### config.mk
export PLATFORM = sky130hd
export DESIGN_NAME = hazard_ctrl
export DESIGN_NICKNAME = d
export VERILOG_FILES = /design/src/rtl/rv32_pipe_pkg.sv /design/src/rtl/hazard_perf_cnt.sv /design/src/rtl/hazard_ctrl.sv
export SDC_FILE = /design/constraint.sdc
export NUM_CORES = 1
export LEC_CHECK = 0
export CELL_PAD_IN_SITES_DETAIL_PLACEMENT = 0
export CELL_PAD_IN_SITES_GLOBAL_PLACEMENT = 1
export CORE_MARGIN = 2
export CORE_UTILIZATION = 16
export CTS_CLUSTER_SIZE = 30
export DETAILED_ROUTE_END_ITERATION = 10
export GPL_TIMING_DRIVEN = 0
export PLACE_DENSITY_LB_ADDON = 0.08
export SLEW_MARGIN = 30
export SYNTH_ARGS = -nofsm -noshare
export SYNTH_HDL_FRONTEND = slang
export SYNTH_SLANG_ARGS = --single-unit
### constraint.sdc
create_clock -name clk -period 2.7 [get_ports clk]
set_input_delay 0.54 -clock clk [delete_from_list [all_inputs] [get_ports clk]]
set_output_delay 0.54 -clock clk [all_outputs]
set_load 0.05 [all_outputs]
### src/rtl/rv32_pipe_pkg.sv
// Shared pipeline types and constants for the RV32 core.
// Holds the hazard FSM state enum and register-address defaults.
package rv32_pipe_pkg;

    localparam int REG_AW = 5;
    localparam int X0     = 0;

    typedef enum logic {
        RUN  = 1'b0,
        WAIT = 1'b1
    } hz_state_t;

endpackage

### src/rtl/hazard_perf_cnt.sv
// Wrapping stall / flush event counters for the hazard controller.
// Used only when HAZARD_PERF_EN is defined.
module hazard_perf_cnt #(
    parameter int CNT_W = 32
) (
    input  logic             clk,
    input  logic             rst,
    input  logic             stall_inc,
    input  logic             flush_inc,
    output logic [CNT_W-1:0] stall_cycles,
    output logic [CNT_W-1:0] flush_count
);

    always_ff @(posedge clk) begin
        if (rst) begin
            stall_cycles <= '0;
            flush_count  <= '0;
        end else begin
            if (stall_inc)
                stall_cycles <= stall_cycles + CNT_W'(1);
            if (flush_inc)
                flush_count <= flush_count + CNT_W'(1);
        end
    end

endmodule

### src/rtl/hazard_ctrl.sv
// Load-use / branch-flush / dmem-wait hazard controller for the ID bubble mux.
// Optional perf counters are built when HAZARD_PERF_EN is defined.
module hazard_ctrl
    import rv32_pipe_pkg::*;
#(
    parameter int REG_AW = rv32_pipe_pkg::REG_AW,
    parameter int CNT_W  = 32
) (
    input  logic              clk,
    input  logic              rst,
    input  logic [REG_AW-1:0] id_rs1,
    input  logic [REG_AW-1:0] id_rs2,
    input  logic              id_use_rs1,
    input  logic              id_use_rs2,
    input  logic [REG_AW-1:0] ex_rd,
    input  logic              ex_memread,
    input  logic              ex_branch_taken,
    input  logic              dmem_req,
    input  logic              dmem_ready,
    output logic              muxsel,
    output logic              pc_write,
    output logic              if_id_write,
    output logic              id_ex_write,
    output logic              ex_mem_write,
    output logic              mem_wb_write,
    output logic              if_id_flush
`ifdef HAZARD_PERF_EN
    ,
    output logic [CNT_W-1:0]  stall_cycles,
    output logic [CNT_W-1:0]  flush_count
`endif
);

    hz_state_t state;
    hz_state_t state_nx;
    logic      pend_flush;
    logic      pend_nx;
    logic      lu;
    logic      lu_stall;
    logic      frozen;
    logic      flush;

    assign lu = ex_memread
             && (ex_rd != REG_AW'(X0))
             && ((id_use_rs1 && (id_rs1 == ex_rd))
              || (id_use_rs2 && (id_rs2 == ex_rd)));

    always_comb begin
        frozen = 1'b0;
        unique case (state)
            RUN:     frozen = dmem_req && !dmem_ready;
            WAIT:    frozen = !dmem_ready;
            default: frozen = 1'b0;
        endcase
    end

    assign flush    = !frozen && (ex_branch_taken || pend_flush);
    assign lu_stall = !frozen && !flush && lu;

    // Staying frozen is exactly the condition for being in WAIT next cycle.
    assign state_nx = frozen ? WAIT : RUN;
    assign pend_nx  = frozen && (pend_flush || ex_branch_taken);

    always_ff @(posedge clk) begin
        if (rst) begin
            state      <= RUN;
            pend_flush <= 1'b0;
        end else begin
            state      <= state_nx;
            pend_flush <= pend_nx;
        end
    end

    always_comb begin
        pc_write     = 1'b1;
        if_id_write  = 1'b1;
        id_ex_write  = 1'b1;
        ex_mem_write = 1'b1;
        mem_wb_write = 1'b1;
        muxsel       = 1'b0;
        if_id_flush  = 1'b0;
        if (rst) begin
            pc_write     = 1'b0;
            if_id_write  = 1'b0;
            id_ex_write  = 1'b0;
            ex_mem_write = 1'b0;
            mem_wb_write = 1'b0;
            muxsel       = 1'b1;
            if_id_flush  = 1'b1;
        end else begin
            unique case (1'b1)
                frozen: begin
                    pc_write     = 1'b0;
                    if_id_write  = 1'b0;
                    id_ex_write  = 1'b0;
                    ex_mem_write = 1'b0;
                    mem_wb_write = 1'b0;
                end
                flush: begin
                    muxsel      = 1'b1;
                    if_id_flush = 1'b1;
                end
                lu_stall: begin
                    pc_write    = 1'b0;
                    if_id_write = 1'b0;
                    muxsel      = 1'b1;
                end
                default: ;
            endcase
        end
    end

`ifdef HAZARD_PERF_EN
    hazard_perf_cnt #(
        .CNT_W(CNT_W)
    ) u_perf (
        .clk         (clk),
        .rst         (rst),
        .stall_inc   (frozen || lu_stall),
        .flush_inc   (flush),
        .stall_cycles(stall_cycles),
        .flush_count (flush_count)
    );
`endif

endmodule

==> impl_metrics.py <==
metrics = {
    "global_route": {
        "grt_first_pass_wirelength_um": 1338,
        "first_global_vias": 364,
        "grt_usage_pct": 9.423,
        "grt_overflow": 0,
        "grt_max_degree": 5,
        "antenna_found_initial": 0,
    },
    "timing": {
        "tightest_slew_ps": 499.2,
        "final-setup-viol-count": 0,
        "skew_ps": 2.104,
        "fmax_mhz": 381.4,
        "relSlewSlack_pct": 66.66,
        "slew_viol_final": 0,
        "hold_viol_final": 0,
        "layout_min_cycle_time_ps": 2622,
        "period_share_pct": 97.11,
        "finalSetupTns_ps": 0,
    },
    "detailed_routing": {
        "drt-total-wl_um": 801,
        "ant_nets": 0,
        "post_drt_wl_per_cell_um": 9.768,
        "drt_iter0_drc": 5,
        "viasPerCell": 4.134,
        "vias": 339,
        "drc": 0,
        "firstDrtPassIters": 2,
    },
    "clocking": {
        "path_clk_slew_ps": 30,
        "clk-insertion-delay-late_ps": 220,
        "ctsHtreeMaxLevel": 1,
        "hold_buffers": 0,
        "root_buffer": "clkbuf_4",
        "cts_tree": "yes",
        "cts-buffers-inserted": 3,
        "clock-sinks": 2,
        "clockBufferDepth": 2,
    },
    "synth": {
        "netlist.area_leader.share_pct": 35.00,
        "syn_nets": 57,
        "synth_edf_count": 0,
        "synth_common_cells": "xnor2_1, nor2_1, buf_4",
        "synth.most_common_cell": "xnor2_1",
        "yosys_most_used_dff": "dfxtp_1",
        "synth-seq-area-share_pct": 16.00,
        "ys_top_cells_by_area": "xnor2_1, dfxtp_1, buf_4, nor2_1, o21bai_1",
        "async_flop_share_pct": 0,
        "netlist.top_cell.by_area": "xnor2_1",
        "ys_warn_count": 0,
        "syn_inst": 34,
        "avgSynthCellArea_um2": 7.360,
        "syn_area_um2": 250.2,
        "synth_cell_types": 13,
        "synth_seq_cells": 2,
    },
    "power": {
        "ir_drop_uv": 198.1,
        "p_leak_nw": 0.2425,
        "clockPowerShare_pct": 31.4,
        "power.net_switching_w": 0.00006636,
        "swShare_pct": 32.93,
        "intPower_w": 0.0001352,
        "seq_power_share_pct": 15.6,
        "p_comb_share_pct": 53.0,
        "powerDensity_nw_per_um2": 342.0,
    },
    "layout": {
        "multi_input_area_um2": 200.2,
        "n_antenna_cell": 0,
        "nFillCells": 159,
        "nets": 91,
        "final-seq-area_um2": 40.04,
        "area_growth_pct": 135.5,
        "final_cells": 82,
        "layout-drive-gt1-share_pct": 19.70,
        "final_util_pct": 39.58,
    },
    "place": {
        "io_buffers": 29,
        "place.gp.congestion": 0.6715,
        "dp_cells": 79,
    },
    "floorplanning": {
        "die_h_um": 43.55,
        "pin_count": 30,
        "rows": 14,
        "die_x_um": 43.55,
        "core-area_um2": 1489,
        "start_util_pct": 16.81,
        "die_area_um2": 1896,
    },
    "job": {
        "drv_cap": 0,
    },
    "setup_path": {
        "startpoint_type": "input pin",
        "crit_type": "in -> out",
        "arrival_ps": 2080,
        "cp.required_ps": 2160,
        "crit_fanout": 3,
        "crit_path_end_kind": "output port",
    },
    "worst_hold_path": {
        "hp-class": "reg -> reg",
    },
    "run_status": {
        "outcome": "finished clean",
    },
}
==> power by group through the flow <==
stage / logic (W) / clock network (W) / registers [W]
5_1_grt: 0.000114 / 0.0000673 / 0.0000317
3_5_place_dp: 0.000111 / 0 / 0.0000318
6_report: 0.000107 / 0.0000632 / 0.0000315
4_1_cts: 0.000110 / 0.0000666 / 0.0000315
2_1_floorplan: 0.0000568 / 0 / 0.0000318
3_3_place_gp: 0.000111 / 0 / 0.0000319
==> sequential cells by signal (all words and copies together), names as in the netlist <==
register / flops
pend_flush: 1
state: 1
==> critical path, stage by stage <==
cell and delay (ps):
clkdlybuf4s50_1 540, xnor2_1 140, nand4_1 130, o22ai_2 220, a21o_2 150, clkdlybuf4s15_2 360
==> cell families after synthesis <==
group,count (synthesis),share of synthesized area [%]
and+or+nand+nor,13,23.00
buffers and inverters,3,8.999
xor gates and xnor gates,10,35.00
DFF,2,16.00
AOI/OAI and AO/OA,6,17.00
==> timing repair <==
| action | CTS | global route |
|---|---|---|
| setup endpoints to repair | 5 | 4 |
| cloned | 0 | 0 |
| resized for setup | 10 | 6 |
| pin swaps | 0 | 0 |
| buffers inserted | 0 | 0 |
==> cell usage in the layout (no fill, tap or decap), types with 3 or more instances in the layout <==
cell type and count:
clkdlybuf4s50_1 22, buf_4 3, clkbuf_4 3, xnor2_1 10, nor2_1 5
==> layer usage <==
layer	track usage [%]	wire length [um]
met4	5.455	0
met2	13.24	328
met1	12.31	366
met3	3.333	106
met5	0	0
==> layout make-up <==
cell class / instances / area share, %
clock buffer: 3 / 3.822
sequential: 2 / 6.794
buffer: 3 / 3.822
timing repair buffer: 29 / 48.20
tap: 16 / 3.397
multi-input combinational: 29 / 33.97
==> stage by stage <==
stage          setup slack (ps)   power (W)  hold WS (ps)  area (um2)
2_1_floorplan             80.13  0.00008859         480.8       256.5
3_3_place_gp             -394.6   0.0001433         520.0       566.8
3_5_place_dp             -410.6   0.0001424         527.5       566.8
4_1_cts                   8.844   0.0002077         532.6       594.3
5_1_grt                  -12.87   0.0002133         590.4       589.3
6_report                  78.05   0.0002015         514.5       589.3
==> worst paths after layout <==
check	startpoint	end	slack (ps)	cells after the start
hold reg to reg	pend_flush	pend_flush	510	2
setup / recovery	ex_rd[4]	muxsel	80	6
hold / removal	pend_flush	pend_flush	510	2
setup reg to reg	state	pend_flush	2000	2
Note: power is estimated with default switching activity, not from simulation.
